`src/rtl/interrupt_unit_if.sv`:
```
// rtl/interrupt_unit_if.sv - pin bundle between the interrupt unit and the pipeline/stack/memory ports
interface interrupt_unit_if #(
  parameter int PC_W   = 32,
  parameter int DATA_W = 16,
  parameter int ADDR_W = 20
);
  logic              irq_in;
  logic [PC_W-1:0]   fetch_pc;
  logic              pipe_busy;
  logic              push_ready;
  logic              vec_valid;
  logic [DATA_W-1:0] vec_data;
  logic              rti_done;
  logic              stall_fetch;
  logic              inject_nop;
  logic              push_valid;
  logic [DATA_W-1:0] push_data;
  logic              vec_rd;
  logic [ADDR_W-1:0] vec_addr;
  logic              pc_load;
  logic [PC_W-1:0]   pc_load_val;
  logic              int_active;
  logic [7:0]        drop_cnt;

  modport master (
    output irq_in, fetch_pc, pipe_busy, push_ready, vec_valid, vec_data, rti_done,
    input  stall_fetch, inject_nop, push_valid, push_data, vec_rd, vec_addr,
           pc_load, pc_load_val, int_active, drop_cnt
  );

  modport slave (
    input  irq_in, fetch_pc, pipe_busy, push_ready, vec_valid, vec_data, rti_done,
    output stall_fetch, inject_nop, push_valid, push_data, vec_rd, vec_addr,
           pc_load, pc_load_val, int_active, drop_cnt
  );
endinterface

```
`src/rtl/interrupt_unit.sv`:
```
// rtl/interrupt_unit.sv - external interrupt synchroniser, pending latch and entry sequencer
module interrupt_unit #(
  parameter int                PC_W         = 32,
  parameter int                DATA_W       = 16,
  parameter int                ADDR_W       = 20,
  parameter logic [ADDR_W-1:0] VEC_ADDR     = 'h2,
  parameter int                DRAIN_CYCLES = 4
) (
  input logic              clk,
  input logic              reset,
  interrupt_unit_if.slave  bus
);

  typedef enum logic [2:0] {IDLE, DRAIN, PUSH_HI, PUSH_LO, VEC, LOAD} state_t;

  state_t            state;
  logic [7:0]        cnt;
  logic [PC_W-1:0]   savedPc;
  logic [DATA_W-1:0] vector;
  logic [DATA_W-1:0] pushData;
  logic              stallFetch, injectNop, pushValid, vecRd, pcLoad, intActive;
  logic              s1, s2, s3, pending;
  logic [7:0]        dropCnt;
  logic              edgeDet, goCond;

  assign edgeDet = s2 & ~s3;
  assign goCond  = (state == IDLE) & pending & ~intActive & ~bus.pipe_busy;

  // An edge arriving while the pending request is being consumed becomes the new pending one
  always_ff @(posedge clk or negedge reset) begin
    if (!reset) begin
      s1      <= 1'b0;
      s2      <= 1'b0;
      s3      <= 1'b0;
      pending <= 1'b0;
      dropCnt <= 8'd0;
    end else begin
      s1 <= bus.irq_in;
      s2 <= s1;
      s3 <= s2;
      if (edgeDet)
        pending <= 1'b1;
      else if (goCond)
        pending <= 1'b0;
      if (edgeDet && pending && !goCond && dropCnt != 8'hFF)
        dropCnt <= dropCnt + 8'd1;
    end
  end

  // Output flops are loaded with the decode of the state being entered
  always_ff @(posedge clk or negedge reset) begin
    if (!reset) begin
      state      <= IDLE;
      cnt        <= 8'd0;
      savedPc    <= '0;
      vector     <= '0;
      pushData   <= '0;
      stallFetch <= 1'b0;
      injectNop  <= 1'b0;
      pushValid  <= 1'b0;
      vecRd      <= 1'b0;
      pcLoad     <= 1'b0;
      intActive  <= 1'b0;
    end else begin
      if (bus.rti_done && intActive)
        intActive <= 1'b0;
      case (state)
        IDLE: begin
          if (goCond) begin
            state      <= DRAIN;
            savedPc    <= bus.fetch_pc;
            cnt        <= 8'(DRAIN_CYCLES - 1);
            stallFetch <= 1'b1;
            injectNop  <= 1'b1;
          end
        end
        DRAIN: begin
          if (cnt == 8'd0) begin
            state     <= PUSH_HI;
            injectNop <= 1'b0;
            pushValid <= 1'b1;
            pushData  <= savedPc[PC_W-1 -: DATA_W];
          end else begin
            cnt <= cnt - 8'd1;
          end
        end
        PUSH_HI: begin
          if (bus.push_ready) begin
            state    <= PUSH_LO;
            pushData <= savedPc[DATA_W-1:0];
          end
        end
        PUSH_LO: begin
          if (bus.push_ready) begin
            state     <= VEC;
            pushValid <= 1'b0;
            pushData  <= '0;
            vecRd     <= 1'b1;
          end
        end
        VEC: begin
          if (bus.vec_valid) begin
            state  <= LOAD;
            vector <= bus.vec_data;
            vecRd  <= 1'b0;
            pcLoad <= 1'b1;
          end
        end
        LOAD: begin
          state      <= IDLE;
          pcLoad     <= 1'b0;
          stallFetch <= 1'b0;
          intActive  <= 1'b1;
        end
        default: state <= IDLE;
      endcase
    end
  end

  assign bus.stall_fetch = stallFetch;
  assign bus.inject_nop  = injectNop;
  assign bus.push_valid  = pushValid;
  assign bus.push_data   = pushData;
  assign bus.vec_rd      = vecRd;
  assign bus.vec_addr    = vecRd ? VEC_ADDR : '0;
  assign bus.pc_load     = pcLoad;
  assign bus.pc_load_val = {{(PC_W-DATA_W){1'b0}}, vector};
  assign bus.int_active  = intActive;
  assign bus.drop_cnt    = dropCnt;

endmodule
```
`src/flat_wrapper.sv`:
```
// flat-port wrapper written by rule: the top's interface ports become plain ports
module interrupt_unit_flat 
#(
  parameter int                PC_W         = 32,
  parameter int                DATA_W       = 16,
  parameter int                ADDR_W       = 20,
  parameter logic [ADDR_W-1:0] VEC_ADDR     = 'h2,
  parameter int                DRAIN_CYCLES = 4
)
  (clk, reset, bus_irq_in, bus_fetch_pc, bus_pipe_busy, bus_push_ready, bus_vec_valid, bus_vec_data, bus_rti_done, bus_stall_fetch, bus_inject_nop, bus_push_valid, bus_push_data, bus_vec_rd, bus_vec_addr, bus_pc_load, bus_pc_load_val, bus_int_active, bus_drop_cnt);
  interrupt_unit_if #(.PC_W(PC_W), .DATA_W(DATA_W), .ADDR_W(ADDR_W)) bus_i ();
  input logic clk;
  input logic reset;
  input wire logic [$bits(bus_i.irq_in)-1:0] bus_irq_in;
  input wire logic [$bits(bus_i.fetch_pc)-1:0] bus_fetch_pc;
  input wire logic [$bits(bus_i.pipe_busy)-1:0] bus_pipe_busy;
  input wire logic [$bits(bus_i.push_ready)-1:0] bus_push_ready;
  input wire logic [$bits(bus_i.vec_valid)-1:0] bus_vec_valid;
  input wire logic [$bits(bus_i.vec_data)-1:0] bus_vec_data;
  input wire logic [$bits(bus_i.rti_done)-1:0] bus_rti_done;
  output wire logic [$bits(bus_i.stall_fetch)-1:0] bus_stall_fetch;
  output wire logic [$bits(bus_i.inject_nop)-1:0] bus_inject_nop;
  output wire logic [$bits(bus_i.push_valid)-1:0] bus_push_valid;
  output wire logic [$bits(bus_i.push_data)-1:0] bus_push_data;
  output wire logic [$bits(bus_i.vec_rd)-1:0] bus_vec_rd;
  output wire logic [$bits(bus_i.vec_addr)-1:0] bus_vec_addr;
  output wire logic [$bits(bus_i.pc_load)-1:0] bus_pc_load;
  output wire logic [$bits(bus_i.pc_load_val)-1:0] bus_pc_load_val;
  output wire logic [$bits(bus_i.int_active)-1:0] bus_int_active;
  output wire logic [$bits(bus_i.drop_cnt)-1:0] bus_drop_cnt;
  assign bus_i.irq_in = bus_irq_in;
  assign bus_i.fetch_pc = bus_fetch_pc;
  assign bus_i.pipe_busy = bus_pipe_busy;
  assign bus_i.push_ready = bus_push_ready;
  assign bus_i.vec_valid = bus_vec_valid;
  assign bus_i.vec_data = bus_vec_data;
  assign bus_i.rti_done = bus_rti_done;
  assign bus_stall_fetch = bus_i.stall_fetch;
  assign bus_inject_nop = bus_i.inject_nop;
  assign bus_push_valid = bus_i.push_valid;
  assign bus_push_data = bus_i.push_data;
  assign bus_vec_rd = bus_i.vec_rd;
  assign bus_vec_addr = bus_i.vec_addr;
  assign bus_pc_load = bus_i.pc_load;
  assign bus_pc_load_val = bus_i.pc_load_val;
  assign bus_int_active = bus_i.int_active;
  assign bus_drop_cnt = bus_i.drop_cnt;
  interrupt_unit #(.PC_W(PC_W), .DATA_W(DATA_W), .ADDR_W(ADDR_W), .VEC_ADDR(VEC_ADDR), .DRAIN_CYCLES(DRAIN_CYCLES)) u_core (.clk(clk), .reset(reset), .bus(bus_i));
endmodule
```
`config.mk`:
```
export PLATFORM = sky130hd
export DESIGN_NAME = interrupt_unit_flat
export DESIGN_NICKNAME = d
export VERILOG_FILES = /design/src/rtl/interrupt_unit_if.sv /design/src/rtl/interrupt_unit.sv /design/src/flat_wrapper.sv
export SDC_FILE = /design/constraint.sdc
export NUM_CORES = 1
export LEC_CHECK = 0
export CAP_MARGIN = 0
export CORE_ASPECT_RATIO = 1.1
export CORE_MARGIN = 2
export CORE_UTILIZATION = 23
export CTS_BUF_LIST = sky130_fd_sc_hd__clkbuf_16
export CTS_CLUSTER_DIAMETER = 50
export DETAILED_ROUTE_END_ITERATION = 12
export PLACE_DENSITY = 0.54
export REMOVE_ABC_BUFFERS = 1
export SETUP_SLACK_MARGIN = 0.2
export SYNTH_ARGS = -nofsm -noshare
export SYNTH_HDL_FRONTEND = slang
export SYNTH_SLANG_ARGS = --single-unit
```
`constraint.sdc`:
```
create_clock -name clk -period 2.5 [get_ports clk]
set_input_delay 0.5 -clock clk [delete_from_list [all_inputs] [get_ports clk]]
set_output_delay 0.5 -clock clk [all_outputs]
set_load 0.02 [all_outputs]
```
After elaboration in Yosys (flattened, before gate mapping)
Cells that the tools add are included.
Word-level totals
  logic and storage cells: 92
  output and inout bits: 82
  register bits: 93
Cells by class
  reductions and logical operators: 25
  equality and inequality tests: 12
  bitwise logic cells: 7
  add/subtract/negate cells: 2
  mux-type cells: 30
Operators by type and width (count)
  two-way mux 16 bit: 3
  case mux 16 bit (3 select lines): 1
  two-way mux 8 bit: 2
  case mux 8 bit (2 select lines): 1
  two-way mux 3 bit: 5
  case mux 3 bit (5 select lines): 1
  nonzero test 2 bit: 7
  AND reduction 3 bit: 4
  two-way mux 1 bit: 11
  case mux 1 bit (2 select lines): 5
  adder 8 x 1 -> 8 bit (second input constant): 1
  zero test 8 bit: 1
  != test 2 bit (second input constant): 4
  != test 8 bit (second input constant): 1
  AND reduction 2 bit: 4
  subtractor 8 x 1 -> 8 bit (second input constant): 1
  == test 3 x 2 -> 1 bit (second input constant): 2
  == test 3 bit (second input constant): 2
  AND reduction 5 bit: 1
  AND 1 bit: 4
  logical AND 1 bit: 4
  != test 2 x 1 -> 1 bit (second input constant): 2
  AND reduction 4 bit: 1
  == test 3 x 1 -> 1 bit (second input constant): 1
  other kinds (5): 7

Longest topological paths before layout
Gate-level depths: netlist of run 1.
  depth after elaboration: 7
  gate-level depth with buffers: 7

Worst setup path after synthesis of run 1
Ideal clock, no wire load.
  path type: reg-to-reg
  start: register u_core.state[1]
  end: register u_core.vector[10]
  setup time: 0.125 ns
  slack: 0.643 ns
  arrival: 1.732 ns
  buffers on the path: 2
  period minus slack after synthesis: 1.857 ns
  stages on the path, launching flop included: 6
  cell sequence: dfrtp_1 buf_2 nand2b_1 nor3b_2 buf_4 mux2_2
On the way
  word-level cells in the longest chain between the ends: 2
RTL lines
  start: declaration: line interrupt_unit.sv:16  | state_t state;
  start signal: assignment: line interrupt_unit.sv:53  | state <= IDLE;
  start signal: assignment: line interrupt_unit.sv:70  | state <= DRAIN;
  start signal: assignment: line interrupt_unit.sv:79  | state <= PUSH_HI;
  == test 3 bit: line interrupt_unit.sv:67  | case (state)
  AND reduction 2 bit (no line)
  end signal: assignment: line interrupt_unit.sv:104  | vector <= bus.vec_data;
  end: declaration: line interrupt_unit.sv:19  | logic [DATA_W-1:0] vector;
No other way between the ends.
A chain may end at the register's enable or synchronous reset.

Worst setup path in the final report of run 1
  start: input bus_pipe_busy
  end: register u_core.savedPc[3]
On the way
  word-level cells in the longest chain between the ends: 3
RTL lines
  start: declaration: line flat_wrapper.sv:16  | input wire logic [$bits(bus_i.pipe_busy)-1:0] bus_pipe_busy;
  NOT 1 bit: line interrupt_unit.sv:27  | assign goCond = (state == IDLE) & pending & ~intActive & ~bus.pipe_busy;
  AND 1 bit: line interrupt_unit.sv:27
  AND reduction 2 bit (no line)
  end signal: assignment: line interrupt_unit.sv:71  | savedPc <= bus.fetch_pc;
  end: declaration: line interrupt_unit.sv:18  | logic [PC_W-1:0] savedPc;
No other way between the ends.

==> impl_metrics.py, run 1 <==
metrics = {
    "worst_setup_path": {
        "r2r_slack_ns": 0.56,
        "r2r_start": "u_core.state[1]",
        "critPathMaxFanout": 41,
        "worst_setup_path_start_kind": "input pin",
        "cp_slowest_cell": "or3b_1",
        "r2r-end": "u_core.savedPc[3]",
        "reg2reg_depth": 4,
        "cp.arrival_ns": 2.21,
        "crit_chain": "clkdlybuf4s50_1 -> or3b_1 -> nor3_4 -> buf_12 -> mux2_2",
        "max_stage_delay_ns": 0.47,
        "critPathRequiredTime_ns": 2.72,
        "worst_setup_path_end_kind": "flop",
        "critPathKind": "input pin to flop",
    },
    "logic_synthesis": {
        "yosys-mux-area-fraction_pct": 13.57,
        "async_flop_share_pct": 100.0,
        "synth-simple-area-share_pct": 12.14,
        "synth_compound_area_share_pct": 8.433,
        "synth_edf_count": 0,
        "ys.flop_type": "dfrtp_1",
        "synth_fa_ha_area_share_pct": 0.8754,
        "yosys-top-cells-area": "dfrtp_1 54%, mux2_2 12%, buf_4 6.5%",
        "synth_largest_area_cell": "dfrtp_1",
        "avgSynthCellArea_um2": 11.56,
        "ys.warnings.count": 0,
        "synthesis.area_um2": 4288,
        "yosys.area.top_type_share_pct": 54.27,
        "yosysUniqueCellTypes": 47,
        "synthXorXnorAreaFrac_pct": 2.043,
        "yosysSeqAreaShare_pct": 54.27,
        "syn_inst": 371,
        "synth_top_family_by_area": "multiplexers",
        "ys_seq_elements": 93,
    },
    "sta": {
        "fin_skew_ns": 0.01004,
        "finalCriticalPeriod_ns": 1.992,
        "tightest_slew_ns": 0.7026,
        "fin_crit_sh_pct": 79.67,
        "slew_violations": 0,
        "slew_headroom_pct": 52.77,
        "rsz0062_at_grt": "no",
        "setup_viol": 0,
        "finalHoldViolations": 0,
        "fmaxAchievable_ghz": 0.5021,
        "fin_hold_ws_ns": 0.09642,
    },
    "power_and_ir_drop": {
        "clkPwrFrac_pct": 23.6,
        "sequentialPowerShare_pct": 41.0,
        "swShare_pct": 34.65,
        "report.power.total_mw": 5.985,
        "power_leakage_nw": 2.418,
        "p_per_area_nw_per_um2": 1033,
        "p_int_mw": 3.911,
        "vdd_drop_max_mv": 0.5144,
        "p_switching_mw": 2.074,
        "combPwrFrac_pct": 35.4,
    },
    "die": {
        "rows": 52,
        "die_y_um": 147.2,
        "coreArea_um2": 18350,
        "initial_core_util_pct": 23.37,
        "die_w_um": 134.2,
        "io_pins": 137,
        "die_area_um2": 19750,
    },
    "flow_run": {
        "maxCapViolations": 0,
    },
    "cells_and_area": {
        "mostFrequentLayoutCells": "100 x clkdlybuf4s50_1, 93 x dfrtp_1, 47 x mux2_2",
        "area_growth_pct": 35.07,
        "drive_gt1_share_pct": 16.95,
        "final_common_cell": "clkdlybuf4s50_1",
        "fill_cells": 1867,
        "nets": 531,
        "diodes": 0,
    },
    "global_routing": {
        "grt-ovfl-total": 0,
        "grt_pass1_wl_um": 15990,
        "grtUsageTotal_pct": 10.27,
        "grt_pass1_vias": 3070,
        "antenna_found_initial": 0,
        "grt_max_degree": 48,
    },
    "drt": {
        "wl_per_cell_um": 13.46,
        "routed_wirelength_um": 9703,
        "drc": 0,
        "dr.pass1.iters": 4,
        "avgViaCountPerCell": 4.136,
        "route.antenna.remaining_nets": 0,
        "drt-initial-drc-count": 119,
        "route.vias.total": 2982,
    },
    "clock_network": {
        "postCtsSetupBuffers": 0,
        "clk_path_buf_depth": 2,
        "clk_pin_slew_ns": 0.07,
        "root_buffer": "clkbuf_16",
        "clock_sinks": 93,
        "hold_buffers": 0,
        "clk_latency_ns": 0.34,
        "cts-htree-levels": 3,
        "cts-resized-gates": 0,
        "cts_tree": "yes",
        "cts_buffers": 9,
    },
    "placement": {
        "port_buffers": 101,
        "gp_congestion": 0.7408,
        "hpwl_um": 6810,
    },
    "worst_hold_path": {
        "min_path_type": "input pin to asynchronous set/reset pin",
    },
    "status": {
        "status": "complete, no violations",
    },
}
## cell families after synthesis
kind of cell / Yosys count
buffers and inverters: 59
and+or+nand+nor: 91
DFF: 93
adders and majority gates: 3
other: 1
muxes: 52
xor gates and xnor gates: 10
AOI/OAI and AO/OA: 62
## power groups by stage
stage | registers [mW] | logic (mW) | clock network, mW
2_1_floorplan | 2.66 | 1.05 | 0
3_3_place_gp | 2.44 | 2.12 | 0
3_5_place_dp | 2.48 | 2.16 | 0
4_1_cts | 2.46 | 2.16 | 1.46
5_1_grt | 2.55 | 2.34 | 1.53
6_report | 2.45 | 2.12 | 1.41
## critical path: cells and delay by family
family                 cells  cell delay [ns]
multiplexers               1             0.36
AND/OR/NAND/NOR            2             0.67
buffers and inverters      2             0.66
## cells in the mapped netlist (4+ instances only)
cell type and n:
buf_2 6, xor2_1 8, nand2_1 27, mux2_2 47, nor2_1 15, dfrtp_1 93
a21oi_1 25, nand4_1 4, nand3_1 4, inv_1 6, o21ai_0 22, buf_4 37
nor3b_1 17, clkbuf_1 9
## routing by layer
metal  track usage, %  vias up  wire length [µm]
met3            2.588        8               458
li1                 -     1434                 -
met1            12.69     1464              4173
met4            3.474        0               101
met2            17.45       76              4970
met5                0        -                 0
## final cells by class
class / instances / area [µm²] / share of cell area (%)
clock buffer: 9 / 225.2 / 3.889
inverter: 6 / 22.52 / 0.3889
sequential: 93 / 2327 / 40.18
tap: 243 / 304.0 / 5.250
multi-input combinational: 253 / 1733 / 29.92
clock inverter: 7 / 78.83 / 1.361
timing repair buffer: 110 / 1101 / 19.01
## how the worst max path moves through the flow
stage	startpoint	endpoint	slack (ns)	depth (start not counted)
final	bus_pipe_busy	u_core.savedPc[3]	0.51	5
after global routing	u_core.cnt[5]	u_core.bus.push_data[9]	0.44	5
after CTS	bus_pipe_busy	u_core.savedPc[3]	0.50	5
after detailed placement	bus_pipe_busy	u_core.savedPc[28]	0.13	5
after global placement	bus_pipe_busy	u_core.savedPc[3]	0.16	5
after floorplan	bus_pipe_busy	u_core.savedPc[0]	-0.50	3
## flip-flops by register name, indices dropped and copies added (netlist names)
| signal | flops |
|---|---|
| u_core.bus.pc_load | 1 |
| u_core.bus.int_active | 1 |
| u_core.bus.drop_cnt | 8 |
| u_core.bus.push_valid | 1 |
| u_core.vector | 16 |
| u_core.bus.vec_rd | 1 |
| u_core.state | 3 |
| u_core.s3 | 1 |
| u_core.bus.stall_fetch | 1 |
| u_core.s1 | 1 |
| u_core.savedPc | 32 |
| u_core.cnt | 8 |
| u_core.s2 | 1 |
| u_core.bus.push_data | 16 |
| u_core.bus.inject_nop | 1 |
| u_core.pending | 1 |
## stage by stage
stage	area (µm²)	util, %	setup slack (ns)	cells	TNS [ns]
floorplan	4070	-	-0.4994	352	-18.06
global route	5792	31.57	0.4352	721	0
CTS	5792	31.57	0.4973	721	0
finish	5792	31.57	0.5082	721	0
global placement	5488	29.91	0.1637	705	0
detailed placement	5488	29.91	0.1337	705	0
No activity file was read; power rests on OpenSTA's default activity.
==> run 2: changes to the inputs <==
clock period = 2.1 ns   (was 2.5 ns; I/O delays follow)
==> run 2 against run 1 <==
  * Sequential cell count unchanged
  * Non-clock buffer count rose by 18
  * Worst hold slack better by 0.26 ns
  * Combinational power rose by 32%
  * Setup slack worse by 0.27 ns
  * Cell area grew 3.7%
  * Wire length rose by 6.9%
  * Global-route usage rose by 0.18 points
  * Sequential power increased by 18%
  * Clock skew shrank 0.0026 ns
  * Sequential share of layout area shrank 1.4 points
  * Core utilization is 1.2 points higher
==> impl_metrics.py, run 2 (synthesis results as in run 1) <==
metrics = {
    "clock_network": {
        "clk_latency_ns": 0.34,
        "root_buffer": "clkbuf_16",
        "clk_pin_slew_ns": 0.07,
        "cts_buffers": 9,
        "clk_path_buf_depth": 2,
        "cts-htree-levels": 3,
        "clock_sinks": 93,
        "cts_tree": "yes",
    },
    "die": {
        "io_pins": 137,
        "die_area_um2": 19750,
        "die_w_um": 134.2,
        "initial_core_util_pct": 23.37,
        "die_y_um": 147.2,
        "coreArea_um2": 18350,
        "rows": 52,
    },
    "worst_setup_path": {
        "worst_setup_path_start_kind": "flop",
        "critPathKind": "flop to flop",
        "worst_setup_path_end_kind": "flop",
        "cp_slowest_cell": "dfrtp_1",
        "r2r-end": "u_core.savedPc[8]",
        "critPathRequiredTime_ns": 2.33,
        "reg2reg_depth": 5,
        "cp.arrival_ns": 2.08,
        "crit_chain": "or3b_4 -> nor3_4 -> buf_12 -> clkbuf_16 -> mux2_2",
        "r2r_slack_ns": 0.24,
        "critPathLaunch": "u_core.bus.int_active",
        "r2r_start": "u_core.bus.int_active",
        "critPathMaxFanout": 9,
        "max_stage_delay_ns": 0.42,
        "cp_top_family": "simple AND/OR/NAND/NOR gates",
        "path_buf_inv": 2,
    },
    "sta": {
        "setup_viol": 0,
        "finalCriticalPeriod_ns": 1.859,
        "fin_skew_ns": 0.007405,
        "fmaxAchievable_ghz": 0.5379,
        "finalHoldViolations": 0,
        "slew_violations": 0,
        "setup_ws_ns": 0.2410,
        "rsz0062_at_grt": "no",
        "fin_crit_sh_pct": 88.52,
    },
    "power_and_ir_drop": {
        "vdd_drop_max_mv": 0.4687,
        "report.power.total_mw": 7.166,
        "power_leakage_nw": 2.553,
        "p_per_area_nw_per_um2": 1193,
    },
    "flow_run": {
        "maxCapViolations": 0,
    },
    "drt": {
        "dr.pass1.iters": 4,
        "route.vias.total": 3074,
        "drc": 0,
        "drt-initial-drc-count": 99,
        "wl_per_cell_um": 14.05,
        "routed_wirelength_um": 10370,
        "avgViaCountPerCell": 4.165,
        "route.antenna.remaining_nets": 0,
    },
    "global_routing": {
        "antenna_found_initial": 0,
        "grt_pass1_vias": 3131,
        "grt_max_degree": 36,
        "grt_pass1_wl_um": 16250,
        "grt-ovfl-total": 0,
        "grtUsageTotal_pct": 10.45,
    },
    "worst_hold_path": {
        "whs_path_depth": 0,
        "min_path_type": "flop to flop",
        "worst_hold_path.endpoint": "u_core.s2",
        "worstHoldStart": "u_core.s1",
    },
    "cells_and_area": {
        "largest_reg_flops": 32,
        "fill_cells": 1852,
        "mostFrequentLayoutCells": "95 x clkdlybuf4s50_1, 93 x dfrtp_1, 47 x mux2_2",
        "top_register": "u_core.savedPc",
        "final_core_util_pct": 32.73,
        "nets": 549,
        "design_area_um2": 6006,
        "diodes": 0,
        "fin_cells": 738,
        "final_common_cell": "clkdlybuf4s50_1",
        "drive_gt1_share_pct": 19.60,
        "area_growth_pct": 40.06,
    },
    "placement": {
        "gp_congestion": 0.7370,
        "pre_cts_ws_ns": -0.1252,
        "hpwl_um": 7091,
        "port_buffers": 101,
        "dpl.cell_count": 714,
        "dpl-instance-area_um2": 5580,
    },
    "status": {
        "status": "complete, no violations",
    },
}
run 2: report_power, final:
group	internal, mW	switching [mW]	leakage [nW]	total (mW)
Sequential	2.44	0.444	1.15	2.88
Combinational	1.45	1.35	1.28	2.80
Clock	0.794	0.690	0.123	1.48
run 2: per-stage QoR:
step	hold slack (ns)	setup TNS [ns]
after floorplan	0.1244	-39.63
after global placement	0.3340	-3.488
after detailed placement	0.3426	-4.074
after CTS	0.3584	0
after global routing	0.3697	0
final	0.3546	0
run 2: worst max path at each step:
stage | endpoint | slack (ns) | depth (start not counted)
detailed placement | u_core.bus.vec_rd | -0.13 | 6
CTS | bus_vec_addr[1] | 0.22 | 1
floorplan | u_core.savedPc[0] | -0.89 | 3
finish | u_core.savedPc[8] | 0.24 | 5
global route | u_core.cnt[5] | 0.19 | 6
global placement | u_core.bus.vec_rd | -0.11 | 6
run 2: layout make-up:
class / instances / area [µm²] / area share [%]
clock inverter: 6 / 40.04 / 0.6667
multi-input combinational: 253 / 1742 / 29.00
tap: 243 / 304.0 / 5.063
timing repair buffer: 128 / 1345 / 22.40
clock buffer: 9 / 225.2 / 3.750
sequential: 93 / 2327 / 38.75
inverter: 6 / 22.52 / 0.3750
run 2: timing repair:
item	4_1_cts	5_1_grt
setup endpoints to repair	0	37
gates resized for setup	0	7
hold buffers	1	0
buffers inserted	0	4
hold endpoints to repair	22	0
run 2: worst reg2reg max path: stages (launching register included):
cell	delay, ns
dfrtp_1	0.42
or3b_4	0.42
nor3_4	0.23
buf_12	0.17
clkbuf_16	0.17
mux2_2	0.33
run 2: per-layer routing:
layer | GRT usage (%) | share of wire (%) | vias to the layer above
met5 | 0 | 0 | -
met4 | 3.947 | 1.4 | 0
met1 | 13.17 | 44 | 1524
li1 | - | - | 1466
met2 | 17.58 | 51 | 74
met3 | 2.174 | 3.4 | 10
